[src/rtl/mix_columns_seq_pkg.sv]
// Shared AES definitions for the MixColumns sequencer: widths, byte/word/state
// types, FSM encoding and GF(2^8) multiply helpers.
// Optional feature macro: MIXCOL_INV_EN (adds gf_mul9/b/d/e for InvMixColumns).
package aes_pkg;

  localparam int AES_STATE_W = 128;
  localparam int AES_WORD_W  = 32;

  typedef logic [7:0]             aes_byte_t;
  typedef logic [AES_WORD_W-1:0]  aes_word_t;
  typedef logic [AES_STATE_W-1:0] aes_state_t;

  typedef enum logic [1:0] {
    ST_IDLE = 2'd0,
    ST_RUN  = 2'd1,
    ST_HOLD = 2'd2
  } mc_state_e;

  function automatic aes_byte_t gf_xtime(input aes_byte_t a);
    return {a[6:0], 1'b0} ^ (a[7] ? 8'h1b : 8'h00);
  endfunction

  function automatic aes_byte_t gf_mul3(input aes_byte_t a);
    return gf_xtime(a) ^ a;
  endfunction

`ifdef MIXCOL_INV_EN
  // x2/x4/x8 partial products come from chained xtime; no multiplier tables.
  function automatic aes_byte_t gf_mul9(input aes_byte_t a);
    aes_byte_t x2, x4, x8;
    x2 = gf_xtime(a);
    x4 = gf_xtime(x2);
    x8 = gf_xtime(x4);
    return x8 ^ a;
  endfunction

  function automatic aes_byte_t gf_mulb(input aes_byte_t a);
    aes_byte_t x2, x4, x8;
    x2 = gf_xtime(a);
    x4 = gf_xtime(x2);
    x8 = gf_xtime(x4);
    return x8 ^ x2 ^ a;
  endfunction

  function automatic aes_byte_t gf_muld(input aes_byte_t a);
    aes_byte_t x2, x4, x8;
    x2 = gf_xtime(a);
    x4 = gf_xtime(x2);
    x8 = gf_xtime(x4);
    return x8 ^ x4 ^ a;
  endfunction

  function automatic aes_byte_t gf_mule(input aes_byte_t a);
    aes_byte_t x2, x4, x8;
    x2 = gf_xtime(a);
    x4 = gf_xtime(x2);
    x8 = gf_xtime(x4);
    return x8 ^ x4 ^ x2;
  endfunction
`endif

endpackage

[src/rtl/mix_columns_seq_if.sv]
// Handshake bundle for the MixColumns sequencer: input state channel, output
// state channel and busy status. The slave modport is the sequencer side.
// Optional feature macro: MIXCOL_INV_EN (adds in_inverse to the input channel).
interface mix_columns_seq_if;
  import aes_pkg::*;

  logic       in_valid;
  logic       in_ready;
  aes_state_t in_state;
  logic       out_valid;
  logic       out_ready;
  aes_state_t out_state;
  logic       busy;
`ifdef MIXCOL_INV_EN
  logic       in_inverse;

  modport slave (
    input  in_valid, in_state, in_inverse, out_ready,
    output in_ready, out_valid, out_state, busy
  );

  modport master (
    output in_valid, in_state, in_inverse, out_ready,
    input  in_ready, out_valid, out_state, busy
  );
`else
  modport slave (
    input  in_valid, in_state, out_ready,
    output in_ready, out_valid, out_state, busy
  );

  modport master (
    output in_valid, in_state, out_ready,
    input  in_ready, out_valid, out_state, busy
  );
`endif

endinterface

[src/rtl/mix_columns_seq_mix_column_word.sv]
// Combinational transform of one 32-bit AES column (row 0 in the MSB byte).
// Forward: b_r = 2*a_r ^ 3*a_r+1 ^ a_r+2 ^ a_r+3 (indices mod 4).
// Optional feature macro: MIXCOL_INV_EN (inverse input selects InvMixColumns).
module mix_column_word
  import aes_pkg::*;
(
  input  aes_word_t col_in,
`ifdef MIXCOL_INV_EN
  input  logic      inverse,
`endif
  output aes_word_t col_out
);

  aes_byte_t a [4];
  aes_byte_t b [4];

  // Split the column into rows, apply the rotated coefficient set, repack.
  always_comb begin
    for (int r = 0; r < 4; r++) begin
      a[r] = col_in[31-8*r -: 8];
    end
    for (int r = 0; r < 4; r++) begin
      b[r] = gf_xtime(a[r]) ^ gf_mul3(a[(r+1)%4]) ^ a[(r+2)%4] ^ a[(r+3)%4];
`ifdef MIXCOL_INV_EN
      if (inverse) begin
        b[r] = gf_mule(a[r]) ^ gf_mulb(a[(r+1)%4]) ^ gf_muld(a[(r+2)%4]) ^ gf_mul9(a[(r+3)%4]);
      end
`endif
    end
    col_out = '0;
    for (int r = 0; r < 4; r++) begin
      col_out[31-8*r -: 8] = b[r];
    end
  end

endmodule

[src/rtl/mix_columns_seq.sv]
// Iterative AES MixColumns sequencer. Accepts a 128-bit state, transforms
// COLS_PER_CYCLE columns per cycle in place, then holds the result until the
// output handshake completes. COLS_PER_CYCLE must be 1, 2 or 4.
// Optional feature macro: MIXCOL_INV_EN (in_inverse selects InvMixColumns).
//
//   state   | meaning
//   --------+-----------------------------------------------------------
//   IDLE    | in_ready=1, waiting for an input state
//   RUN     | transforming columns col_cnt.. in the work register
//   HOLD    | out_valid=1, out_state frozen until out_ready
module mix_columns_seq
  import aes_pkg::*;
#(
  parameter int COLS_PER_CYCLE = 1
) (
  input  logic              clk,
  input  logic              rst,
  mix_columns_seq_if.slave  bus
);

  localparam logic [1:0] COL_STEP = 2'(COLS_PER_CYCLE);
  localparam logic [1:0] COL_LAST = 2'(4 - COLS_PER_CYCLE);

  mc_state_e  state_q;
  mc_state_e  state_d;
  logic [1:0] col_cnt;
  aes_state_t work_q;
  aes_state_t work_next;
  aes_state_t out_state_q;
  logic       last_step;

  aes_word_t  cols_q   [4];
  aes_word_t  cols_d   [4];
  logic [1:0] col_idx  [COLS_PER_CYCLE];
  aes_word_t  col_res  [COLS_PER_CYCLE];

`ifdef MIXCOL_INV_EN
  logic       inv_q;
`endif

  assign last_step = (col_cnt == COL_LAST);

  // Column c of the work register sits at [127-32c -: 32].
  always_comb begin
    for (int c = 0; c < 4; c++) begin
      cols_q[c] = work_q[AES_STATE_W-1-AES_WORD_W*c -: AES_WORD_W];
    end
  end

  for (genvar i = 0; i < COLS_PER_CYCLE; i++) begin : g_col
    assign col_idx[i] = col_cnt + 2'(i);

    mix_column_word u_mcw (
      .col_in  (cols_q[col_idx[i]]),
`ifdef MIXCOL_INV_EN
      .inverse (inv_q),
`endif
      .col_out (col_res[i])
    );
  end

  // Replace the columns handled this cycle, keep the rest, repack.
  always_comb begin
    cols_d = cols_q;
    for (int i = 0; i < COLS_PER_CYCLE; i++) begin
      cols_d[col_idx[i]] = col_res[i];
    end
    work_next = '0;
    for (int c = 0; c < 4; c++) begin
      work_next[AES_STATE_W-1-AES_WORD_W*c -: AES_WORD_W] = cols_d[c];
    end
  end

  // FSM state register.
  always_ff @(posedge clk) begin
    if (rst) state_q <= ST_IDLE;
    else     state_q <= state_d;
  end

  // FSM next-state logic; in HOLD only the output handshake is considered.
  always_comb begin
    state_d = state_q;
    case (state_q)
      ST_IDLE: if (bus.in_valid)  state_d = ST_RUN;
      ST_RUN:  if (last_step)     state_d = ST_HOLD;
      ST_HOLD: if (bus.out_ready) state_d = ST_IDLE;
      default:                    state_d = ST_IDLE;
    endcase
  end

  // FSM outputs.
  always_comb begin
    bus.in_ready  = (state_q == ST_IDLE);
    bus.out_valid = (state_q == ST_HOLD);
    bus.busy      = (state_q != ST_IDLE);
    bus.out_state = out_state_q;
  end

  // Datapath: capture on acceptance, transform in RUN, publish on last column.
  always_ff @(posedge clk) begin
    if (rst) begin
      work_q      <= '0;
      col_cnt     <= 2'd0;
      out_state_q <= '0;
`ifdef MIXCOL_INV_EN
      inv_q       <= 1'b0;
`endif
    end else begin
      case (state_q)
        ST_IDLE: begin
          if (bus.in_valid) begin
            work_q  <= bus.in_state;
            col_cnt <= 2'd0;
`ifdef MIXCOL_INV_EN
            inv_q   <= bus.in_inverse;
`endif
          end
        end
        ST_RUN: begin
          work_q  <= work_next;
          col_cnt <= col_cnt + COL_STEP;
          if (last_step) out_state_q <= work_next;
        end
        default: ;
      endcase
    end
  end

endmodule

[src/flat_wrapper.sv]
// flat-port wrapper written by rule: the top's interface ports become plain ports
module mix_columns_seq_flat import aes_pkg::*;
#(
  parameter int COLS_PER_CYCLE = 1
)
  (clk, rst, bus_in_valid, bus_in_state, bus_out_ready, bus_in_ready, bus_out_valid, bus_out_state, bus_busy);
  mix_columns_seq_if bus_i ();
  input  logic clk;
  input  logic rst;
  input wire logic [$bits(bus_i.in_valid)-1:0] bus_in_valid;
  input wire logic [$bits(bus_i.in_state)-1:0] bus_in_state;
  input wire logic [$bits(bus_i.out_ready)-1:0] bus_out_ready;
  output wire logic [$bits(bus_i.in_ready)-1:0] bus_in_ready;
  output wire logic [$bits(bus_i.out_valid)-1:0] bus_out_valid;
  output wire logic [$bits(bus_i.out_state)-1:0] bus_out_state;
  output wire logic [$bits(bus_i.busy)-1:0] bus_busy;
  assign bus_i.in_valid = bus_in_valid;
  assign bus_i.in_state = bus_in_state;
  assign bus_i.out_ready = bus_out_ready;
  assign bus_in_ready = bus_i.in_ready;
  assign bus_out_valid = bus_i.out_valid;
  assign bus_out_state = bus_i.out_state;
  assign bus_busy = bus_i.busy;
  mix_columns_seq #(.COLS_PER_CYCLE(COLS_PER_CYCLE)) u_core (.clk(clk), .rst(rst), .bus(bus_i));
endmodule
[config.mk]
export PLATFORM = sky130hd
export DESIGN_NAME = mix_columns_seq_flat
export DESIGN_NICKNAME = d
export VERILOG_FILES = /design/src/rtl/mix_columns_seq_pkg.sv /design/src/rtl/mix_columns_seq_if.sv /design/src/rtl/mix_columns_seq_mix_column_word.sv /design/src/rtl/mix_columns_seq.sv /design/src/flat_wrapper.sv
export SDC_FILE = /design/constraint.sdc
export NUM_CORES = 1
export LEC_CHECK = 0
export CAP_MARGIN = 5
export CORE_MARGIN = 4
export CORE_UTILIZATION = 52
export CTS_BUF_LIST = sky130_fd_sc_hd__clkbuf_8 sky130_fd_sc_hd__clkbuf_16
export DETAILED_ROUTE_END_ITERATION = 7
export PLACE_DENSITY = 0.81
export SLEW_MARGIN = 20
export SYNTH_ARGS = -nofsm -noshare
export SYNTH_HDL_FRONTEND = slang
export SYNTH_HIERARCHICAL = 1
export SYNTH_SLANG_ARGS = --single-unit
[constraint.sdc]
create_clock -name clk -period 3.4 [get_ports clk]
set_input_delay 0.68 -clock clk [delete_from_list [all_inputs] [get_ports clk]]
set_output_delay 0.68 -clock clk [all_outputs]
set_load 0.02 [all_outputs]
==> results by group, run 1 <==
Outcome
  – Status: finished, final reports clean

Drt
  – Antenna Nets Post-Route: 0
  – Total Wirelength: 46,000 um
  – Met2 WL: 20,000 um
  – DR WL/cell: 23.8 um
  – Top Layer Used: met4
  – DRT Pass-1 Iters: 6
  – DRT iter0 DRCs: 1,705
  – Vias: 12,500
  – Vias per std cell: 6.46
  – Met3 Wirelength: around 5700 um
  – M1 WL: 19,100 um
  – Drt drc: 0

STA
  – Unrepaired setup endpoints after global routing: no
  – FMAX: around 0.32 GHz
  – Worst-margin pin slew: 951 ps
  – Final slew viol count: 0
  – Period minus WS final: between 3000 and 4000 ps
  – Endpoints failing hold: 0
  – Final worst-path cycle share: 0.918
  – Worst clock skew: 12.7 ps
  – Setup TNS: 0 ps
  – Slew margin rel.: 0.362
  – Worst hold slack: between 400 and 500 ps
  – Final setup fails: 0

Synth
  – Post-synthesis simple-gate area fraction: 0.124
  – Number of synthesized flops with an enable pin: 0
  – Yosys warning total: 6
  – Syn_nets: 1,542
  – Async SR Flop Fraction: 0
  – Seq cells post-synth: 260
  – Post-synth cell types: 34
  – Mux cell area share after synthesis: 0.0540
  – Syn Std Cell Area: 13,300 um2
  – Predominant post-synthesis flop cell: dfxtp_1
  – Synth Instances: approximately 1,400
  – Adder-cell share of the synthesized area: 0.00375
  – Compound-cell area share of the yosys netlist: 0.271
  – Post-Synth XOR/XNOR Area: 0.0935
  – Largest family of logic cells by synthesized area: compound AO/OA/AOI/OAI gates
  – Sequential area share after synthesis: 0.390
  – Syn avg cell area: roughly 9.5 um2

Final layout
  – Final instance area: 16,900 um2
  – Area occupied by registers: 5210 um2
  – Multi-input gate area: around 7300 um2
  – Antenna diode count: 0
  – Synth-to-Final Area Change: 26.9%
  – Layout cells sized above 1: 0.0842
  – Layout Nets: 1,721
  – # fillers: 1,903

Setup path
  – CP required: between 3000 and 4000 ps
  – CP endpoint kind: flop
  – Worst EP arrival: 3600 ps
  – Setup Crit Path Kind: flop to flop
  – Critical path launch point type: flop
  – Max FO, Critical Path: 17

Global route
  – Vias in the first global route: 11,900
  – Global route overflow: 0
  – Antenna violations before repair: 0
  – GRT Overall Usage: 0.312
  – Largest net degree at the start of global routing: 164
  – First-pass GRT wire length: between 70,000 and 80,000 um

Die
  – Full die area: 28,300 um2
  – Width of the die: 168 um
  – Row count: 58
  – Starting Density: 0.530
  – Die Height: 168 um
  – IO Pins: 263
  – Core ar.: 25,200 um2

Placement
  – Detail Placement HPWL: 31,800 um
  – Cell Area, Placed: 16,100 um2
  – PortBufs: between 200 and 300
  – GPL Wtd Cong: 0.936

Pwr
  – Static Leak: 6.44 nW
  – PD cells: 598 nW/um2
  – VDD IR max: 0.313 mV
  – PnR Total Power: 10.1 mW

CTS
  – Clk_lat worst skew: 530 ps
  – Post-CTS Setup Bufs: 0
  – CTS tree: built
  – Bufs on Longest Clock Path: 3
  – Sink Count: 260
  – H-tree levels: 1
  – Clock transition at the registers of the reported paths: 60 ps
  – CTS buffer count: 27
  – Root Buffer: clkbuf_16
  – # resized after CTS: 0
  – Hold Buf Count CTS: 0

Hold path
  – Min-delay worst type: flop to flop

Flow run
  – Max-capacitance violation count: 0
==> where the power goes <==
part | switching [mW] | internal, mW
clock network | 1.22 | 1.73
logic | 2.26 | 1.47
registers | 0.216 | 3.23
==> per-layer routing <==
metal,global-route usage,up-vias
li1,-,5556
met1,0.459,6036
met2,0.454,810
met3,0.0836,87
met4,0.0836,0
met5,0,-
==> area by class of cell <==
class	count	area share
Inverter	36	0.00798
Timing Repair Buffer	296	0.177
Clock buffer	30	0.0423
Tap cell	330	0.0244
Sequential cell	260	0.308
Multi-Input combinational cell	964	0.431
Clock inverter	18	0.00953
==> cell usage in the layout, fill, tap and decap left out, drive strengths merged <==
master         instances
xnor2                 22
ha                     4
nor2b                  2
clkdlybuf4s50        260
xor2                  15
a21oi                131
and3b                  1
inv                   44
o22ai                 32
nand2                161
a21o                  97
nand2b                99
clkinvlp               1
a32oi                  1
clkbuf                30
or2                    2
a211oi                32
nor2                  98
bufinv                 3
o21bai                 1
or3b                   1
xnor3                 30
clkinv                 6
nor3b                  1
mux4                  32
buf                   36
a311oi               192
nand3b                 1
xor3                   9
dfxtp                260
==> cell families (layout without fill, tap and decap cells) <==
group,Yosys count,after routing
adders and majority gates,4,4
DFF,260,260
xor gates and xnor gates,76,76
and+or+nand+nor,366,366
AOI/OAI and AO/OA,486,486
muxes,32,32
buffers and inverters,182,380
==> final timing paths <==
check	from	to	slack (ps)	depth (start not counted)
max	u_core/col_cnt[1]$_SDFFE_PP0P_	u_core/cols_q[101]$_SDFFE_PP0P_	280	7
min	u_core/bus.out_state[6]$_SDFFE_PP0P_	u_core/bus.out_state[6]$_SDFFE_PP0P_	460	2
max reg2reg	u_core/col_cnt[1]$_SDFFE_PP0P_	u_core/cols_q[101]$_SDFFE_PP0P_	280	7
min reg2reg	u_core/bus.out_state[6]$_SDFFE_PP0P_	u_core/bus.out_state[6]$_SDFFE_PP0P_	460	2
==> state kept, by name, summed over array words and instances (netlist names) <==
| signal | cells |
|---|---|
| u_core/cols_q | 128 |
| u_core/bus.out_state | 128 |
| u_core/col_cnt | 2 |
| u_core/state_q | 2 |
==> through the flow <==
step | setup WS (ps) | utilization | std cells
after floorplan | 585 | - | 1406
after global placement | 495 | 0.638 | 1886
after detailed placement | 406 | 0.638 | 1886
after CTS | 382 | 0.673 | 1934
after global routing | 138 | 0.673 | 1934
final | 278 | 0.673 | 1934
==> cells in the mapped netlist (all sizes together), types with 2 or more instances <==
| cell | count | area share |
|---|---|---|
| nand2 | 161 | 0.045 |
| a211oi | 32 | 0.018 |
| mux4 | 32 | 0.054 |
| xnor2 | 22 | 0.016 |
| o22ai | 32 | 0.015 |
| nor2b | 2 | 0.00094 |
| buf | 85 | 0.037 |
| or2 | 2 | 0.00094 |
| xnor3 | 30 | 0.051 |
| xor2 | 15 | 0.010 |
| ha | 4 | 0.0038 |
| clkbuf | 61 | 0.017 |
| inv | 36 | 0.010 |
| a21o | 97 | 0.055 |
| nand2b | 99 | 0.046 |
| a311oi | 192 | 0.13 |
| a21oi | 131 | 0.049 |
| dfxtp | 260 | 0.39 |
| nor2 | 98 | 0.028 |
| xor3 | 9 | 0.016 |
==> worst max-delay path, stage by stage, from the launching register on <==
cell	delay (ps)
dfxtp_2	370
buf_12	190
mux4_2	630
xnor3_1	430
xnor2_1	790
nand2_1	200
a311oi_1	340
a21o_1	120
No activity file was read; power rests on OpenSTA's default activity.
==> run 2: changes to the inputs <==
--- a/config.mk
+++ b/config.mk
@@ -10,7 +10,7 @@
 export CORE_UTILIZATION = 52
 export CTS_BUF_LIST = sky130_fd_sc_hd__clkbuf_8 sky130_fd_sc_hd__clkbuf_16
 export DETAILED_ROUTE_END_ITERATION = 7
-export PLACE_DENSITY = 0.81
+export PLACE_DENSITY_LB_ADDON = 0.3
 export SLEW_MARGIN = 20
 export SYNTH_ARGS = -nofsm -noshare
 export SYNTH_HDL_FRONTEND = slang
==> run 2 against run 1 <==
Against the previous run: sequential power decreased by 1%; sequential share of layout area about the same; hold slack got worse by 2.7 ps; register-to-register slack about the same; wire length decreased by 5.0%; clock power increased by 10%; clock-buffer cell count increased by 8; critical endpoint is now u_core/cols_q[34]$_SDFFE_PP0P_; largest power group is now sequential cells; highest routed layer unchanged.
==> results by group, run 2 (synthesis results as in run 1) <==
Outcome
  – Status: finished, final reports clean

Pwr
  – Static Leak: 6.43 nW
  – PD cells: 593 nW/um2
  – Comb power frac: 0.339
  – Sw frac: 0.337
  – Sequential power share: 0.338
  – Psw: 3.39 mW
  – Cell Int Power: between 6 and 7 mW
  – PnR Total Power: between 10 and 15 mW
  – VDD IR max: 0.342 mV
  – Clock share of power: 0.323

Setup path
  – Worst EP arrival: 3580 ps
  – Max FO, Critical Path: 22
  – Crit path capture: u_core/cols_q[34]$_SDFFE_PP0P_
  – R2r endpoint: u_core/cols_q[34]$_SDFFE_PP0P_
  – CP endpoint kind: flop
  – Setup crit start: u_core/col_cnt[0]$_SDFFE_PP0P_
  – CP required: between 3000 and 4000 ps
  – Reg2Reg Depth: 8
  – CP peak stage delay: 660 ps
  – Crit path cell chain: buf_12 -> mux4_2 -> xnor3_1 -> xor2_1 -> buf_4 -> nand2_1 -> a311oi_1 -> a21o_1
  – RR Startpoint: u_core/col_cnt[0]$_SDFFE_PP0P_
  – Setup Crit Path Kind: flop to flop
  – R2R setup slack: 290 ps
  – Critical path launch point type: flop
  – Slowest CP cell: mux4_2

STA
  – Setup TNS: 0 ps
  – Slew margin rel.: 0.253
  – Worst-margin pin slew: roughly 1100 ps
  – Final slew viol count: 0
  – Final setup fails: 0
  – FMAX: ~0.32 GHz
  – Unrepaired setup endpoints after global routing: no
  – Worst clock skew: about 12 ps
  – Period minus WS final: 3110 ps
  – Endpoints failing hold: 0
  – Final worst setup slack: 293 ps
  – Final worst-path cycle share: 0.914

Final layout
  – Most frequent cells in the layout: clkdlybuf4s50_1, dfxtp_1, a311oi_1
  – Commonest non-fill, non-tap cell in the layout: clkdlybuf4s50_1
  – Utilization after layout: 0.674
  – Synth-to-Final Area Change: 27.1%
  – Antenna diode count: 0
  – Layout cells sized above 1: 0.0839
  – Layout Nets: between 1,500 and 2,000
  – Final Non-Filler Cells: 1,928

Die
  – IO Pins: between 200 and 300
  – Starting Density: 0.530
  – Core ar.: around 25,000 um2
  – Width of the die: 168 um
  – Row count: 58
  – Full die area: about 28,000 um2
  – Die Height: 168 um

CTS
  – CTS buffer count: 27
  – Clock transition at the registers of the reported paths: roughly 60 ps
  – Hold Buf Count CTS: 0
  – Root Buffer: clkbuf_16
  – Post-CTS Setup Bufs: 0
  – Clk_lat worst skew: 540 ps
  – H-tree levels: 1
  – CTS tree: built
  – Bufs on Longest Clock Path: 3
  – Sink Count: 260
  – # resized after CTS: 0

Hold path
  – Min-delay worst type: flop to flop

Drt
  – Vias per std cell: between 6 and 7
  – Total Wirelength: roughly 44,000 um
  – DRT Pass-1 Iters: 5
  – DRT iter0 DRCs: around 1,600
  – DR WL/cell: 22.7 um
  – Drt drc: 0
  – Antenna Nets Post-Route: 0
  – Vias: 12,200

Placement
  – Inst Count DP: approximately 1,900
  – Detail Placement HPWL: between 20,000 and 30,000 um
  – GPL Wtd Cong: 0.904
  – Worst slack, placed: roughly 370 ps
  – PortBufs: 262

Global route
  – Largest net degree at the start of global routing: 127
  – Antenna violations before repair: 0
  – GRT Overall Usage: 0.296
  – First-pass GRT wire length: approximately 70,000 um
  – Vias in the first global route: approximately 12,000
  – Global route overflow: 0

Flow run
  – Max-capacitance violation count: 0
[run 2: cell type report]
| class | count | area [um2] |
|---|---|---|
| fillers | 1954 | 8220 |
| multi-input cells | 964 | 7300 |
| flip-flops and latches | 260 | 5210 |
| repair buffers | 290 | 2920 |
| clock buffers | 38 | 838 |
| well taps | 330 | 413 |
| clock inverters | 10 | 146 |
| inverters | 36 | 135 |
[run 2: worst min-delay path by stage]
stage,startpoint,to,slack [ps],depth (start not counted)
after floorplan,u_core/cols_q[0]$_SDFFE_PP0P_,u_core/cols_q[0]$_SDFFE_PP0P_,430,2
after global routing,u_core/cols_q[31]$_SDFFE_PP0P_,u_core/cols_q[31]$_SDFFE_PP0P_,480,2
final,u_core/bus.out_state[7]$_SDFFE_PP0P_,u_core/bus.out_state[7]$_SDFFE_PP0P_,450,2
after detailed placement,u_core/cols_q[29]$_SDFFE_PP0P_,u_core/cols_q[29]$_SDFFE_PP0P_,440,2
after CTS,u_core/cols_q[20]$_SDFFE_PP0P_,u_core/cols_q[20]$_SDFFE_PP0P_,460,2
after global placement,u_core/cols_q[2]$_SDFFE_PP0P_,u_core/cols_q[2]$_SDFFE_PP0P_,440,2
[run 2: stage by stage]
| step | cell area (um2) | hold WS (ps) |
|---|---|---|
| finish | 17000 | 454 |
| floorplan | 13300 | 431 |
| global placement | 16000 | 440 |
| CTS | 17000 | 456 |
| global route | 17000 | 482 |
| detailed placement | 16000 | 444 |
[run 2: power groups by stage]
stage / sequential (mW) / clock [mW] / combinational (mW)
3_3_place_gp: 3.45 / 0 / 3.25
3_5_place_dp: 3.46 / 0 / 3.30
4_1_cts: 3.39 / 3.26 / 3.34
5_1_grt: 3.42 / 3.39 / 3.58
6_report: 3.40 / 3.25 / 3.40
2_1_floorplan: 3.39 / 0 / 2.25
[run 2: layer usage]
layer  global-route usage  up-vias  wire length [um]
li1                     -     5538                 -
met1                0.404     5929             18100
met2                0.479      665             20300
met3               0.0517       96              4020
met4               0.0974        0              1340
met5                    0        -                 0
[run 2: critical path, delay by kind of cell (launching register included)]
kind	cells	cell delay, ps
multiplexers	1	660
XOR/XNOR	2	710
AND/OR/NAND/NOR	1	90
flip-flops	1	630
buffers and inverters	2	510
AO/OA/AOI/OAI	2	440
==> run 3: changes to the inputs <==
--- a/config.mk
+++ b/config.mk
@@ -10,8 +10,8 @@
 export CORE_UTILIZATION = 52
 export CTS_BUF_LIST = sky130_fd_sc_hd__clkbuf_8 sky130_fd_sc_hd__clkbuf_16
 export DETAILED_ROUTE_END_ITERATION = 7
-export PLACE_DENSITY_LB_ADDON = 0.3
-export SLEW_MARGIN = 20
+export GPL_TIMING_DRIVEN = 0
+export PLACE_DENSITY = 0.8
 export SYNTH_ARGS = -nofsm -noshare
 export SYNTH_HDL_FRONTEND = slang
 export SYNTH_HIERARCHICAL = 1
==> run 3 against run 2 <==
Against the previous run: global-route usage is 6.0 points higher; combinational power is 18% higher; sequential share of layout area is 0.92 points lower; via count is 9.3% higher; power is 6.0% higher; maximum frequency is 7.6% lower; hold slack worse by 1.4 ps; clock-buffer cell count is 2 lower; first-iteration DRC count is 13% higher; non-clock buffer count is 118 higher; register-to-register slack worse by 260 ps; core utilization is 2.0 points higher; critical endpoint is now u_core/cols_q[118]$_SDFFE_PP0P_; highest routed layer unchanged.
==> results by group, run 3 (synthesis results as in run 1) <==
Final layout
  – Layout cells sized above 1: 0.113
  – Antenna diode count: 0
  – Final Non-Filler Cells: about 2,000
  – Synth-to-Final Area Change: 30.9%
  – Most frequent cells in the layout: clkdlybuf4s50_1, dfxtp_1, a311oi_1
  – # fillers: 1,921
  – Layout Nets: 1,834
  – Commonest non-fill, non-tap cell in the layout: clkdlybuf4s50_1

Setup path
  – Slowest CP cell: xor2_1
  – CP Buf/Inv Count: 2
  – Setup Crit Path Kind: flop to flop
  – Crit path capture: u_core/cols_q[118]$_SDFFE_PP0P_
  – Instance count on the critical path: 8
  – RR Startpoint: u_core/col_cnt[1]$_SDFFE_PP0P_
  – CP peak stage delay: 670 ps
  – Worst EP arrival: 3860 ps
  – Crit path cell chain: buf_2 -> clkbuf_4 -> mux4_2 -> xnor2_1 -> xor2_1 -> nand2_1 -> a311oi_1 -> a21o_1
  – R2r endpoint: u_core/cols_q[118]$_SDFFE_PP0P_
  – Max FO, Critical Path: 10
  – R2R setup slack: 40 ps
  – Critical path launch point type: flop
  – CP required: just under 4000 ps
  – Setup crit start: u_core/col_cnt[1]$_SDFFE_PP0P_
  – Critical path's top delay family: XOR/XNOR gates
  – CP endpoint kind: flop
  – Reg2Reg Depth: 8

Die
  – IO Pins: 263
  – Die Height: 168 um
  – Width of the die: 168 um
  – Core ar.: between 20,000 and 30,000 um2
  – Row count: 58
  – Full die area: 28,300 um2
  – Starting Density: 0.530

Outcome
  – Status: finished, final reports clean

Drt
  – Vias: 13,400
  – DR WL/cell: 25.9 um
  – Antenna Nets Post-Route: 0
  – DRT Pass-1 Iters: 7
  – Drt drc: 0
  – Vias per std cell: 6.53
  – DRT iter0 DRCs: 1,760
  – Total Wirelength: approximately 53,000 um

CTS
  – Clock transition at the registers of the reported paths: 60 ps
  – H-tree levels: 1
  – Root Buffer: clkbuf_16
  – Clk_lat worst skew: 550 ps
  – CTS buffer count: 28
  – CTS tree: built
  – Sink Count: 260
  – Bufs on Longest Clock Path: 3

STA
  – Endpoints failing hold: 0
  – Setup TNS: 0 ps
  – Unrepaired setup endpoints after global routing: yes
  – Period minus WS final: 3360 ps
  – Worst-margin pin slew: 868 ps
  – Final setup fails: 0
  – Final worst-path cycle share: 0.989
  – FMAX: 0.297 GHz
  – Worst hold slack: 453 ps
  – Slew margin rel.: 0.421
  – Worst clock skew: 15.3 ps
  – Final slew viol count: 0

Global route
  – Antenna violations before repair: 0
  – GRT Overall Usage: 0.355
  – First-pass GRT wire length: 77,800 um
  – Vias in the first global route: around 13,000
  – Global route overflow: 0
  – Largest net degree at the start of global routing: 14

Hold path
  – Min-delay worst type: flop to flop
  – Hold Crit Start: u_core/cols_q[12]$_SDFFE_PP0P_

Pwr
  – Sequential power share: 0.324
  – VDD IR max: 0.379 mV
  – PnR Total Power: 10.7 mW
  – Comb power frac: 0.377
  – Psw: ~4 mW
  – Sw frac: 0.377
  – PD cells: 610 nW/um2
  – Static Leak: 6.79 nW
  – Clock share of power: 0.300
  – Cell Int Power: 6.64 mW

Placement
  – GPL Wtd Cong: between 0.9 and 1
  – PortBufs: 261
  – Detail Placement HPWL: 40,000 um
  – Inst Count DP: 1,997

Flow run
  – Max-capacitance violation count: 0
-- run 3: timing repair --
item / in CTS / in global routing
pin swaps: 0 / 5
hold buffers: 0 / 0
buffers inserted: 0 / 1
resized for setup: 7 / 19
setup endpoints to repair: 16 / 104
-- run 3: power by group through the flow --
stage / combinational, mW / sequential, mW / clock [mW]
after global placement: 3.59 / 3.48 / 0
final: 4.02 / 3.45 / 3.19
after floorplan: 2.25 / 3.39 / 0
after detailed placement: 3.63 / 3.49 / 0
after CTS: 3.71 / 3.42 / 3.21
after global routing: 4.06 / 3.45 / 3.32
-- run 3: worst reg2reg max path, delay by kind of cell (launching register included) --
family,cells,cell delay [ps]
AO/OA/AOI/OAI,2,420
flip-flops,1,360
AND/OR/NAND/NOR,1,220
multiplexers,1,620
buffers and inverters,2,590
XOR/XNOR,2,1100
-- run 3: through the flow --
| step | instance area, um2 | utilization | setup slack, ps |
|---|---|---|---|
| 2_1_floorplan | 13300 | - | 585 |
| 3_3_place_gp | 16400 | 0.650 | -122 |
| 3_5_place_dp | 16400 | 0.650 | -116 |
| 4_1_cts | 17400 | 0.690 | 6.98 |
| 5_1_grt | 17500 | 0.693 | -87.7 |
| 6_report | 17500 | 0.693 | 37.1 |
-- run 3: worst min path at each step --
stage | cells after the start | endpoint | slack (ps)
floorplan | 2 | u_core/cols_q[0]$_SDFFE_PP0P_ | 430
global placement | 2 | u_core/cols_q[19]$_SDFFE_PP0P_ | 440
detailed placement | 2 | u_core/cols_q[18]$_SDFFE_PP0P_ | 450
CTS | 2 | u_core/bus.out_state[12]$_SDFFE_PP0P_ | 460
global route | 2 | u_core/bus.out_state[27]$_SDFFE_PP0P_ | 470
finish | 2 | u_core/cols_q[12]$_SDFFE_PP0P_ | 450
-- run 3: area by class of cell --
type | count | area (um2) | share of cell area
plain buffers | 146 | 737 | 0.0422
clock buffers | 36 | 822 | 0.0471
clock inverters | 15 | 146 | 0.00838
inverters | 36 | 135 | 0.00774
multi-input cells | 964 | 7370 | 0.422
flip-flops and latches | 260 | 5200 | 0.298
well taps | 330 | 413 | 0.0236
repair buffers | 262 | 2630 | 0.151
-- run 3: metal layers --
metal,routed length [um],global-route usage,vias to the layer above,part of all wire
met5,0,0,-,0
met4,2040,0.115,0,0.038
met3,7610,0.0794,151,0.14
met2,23300,0.554,1098,0.44
met1,20100,0.494,6340,0.38
li1,-,-,5782,-
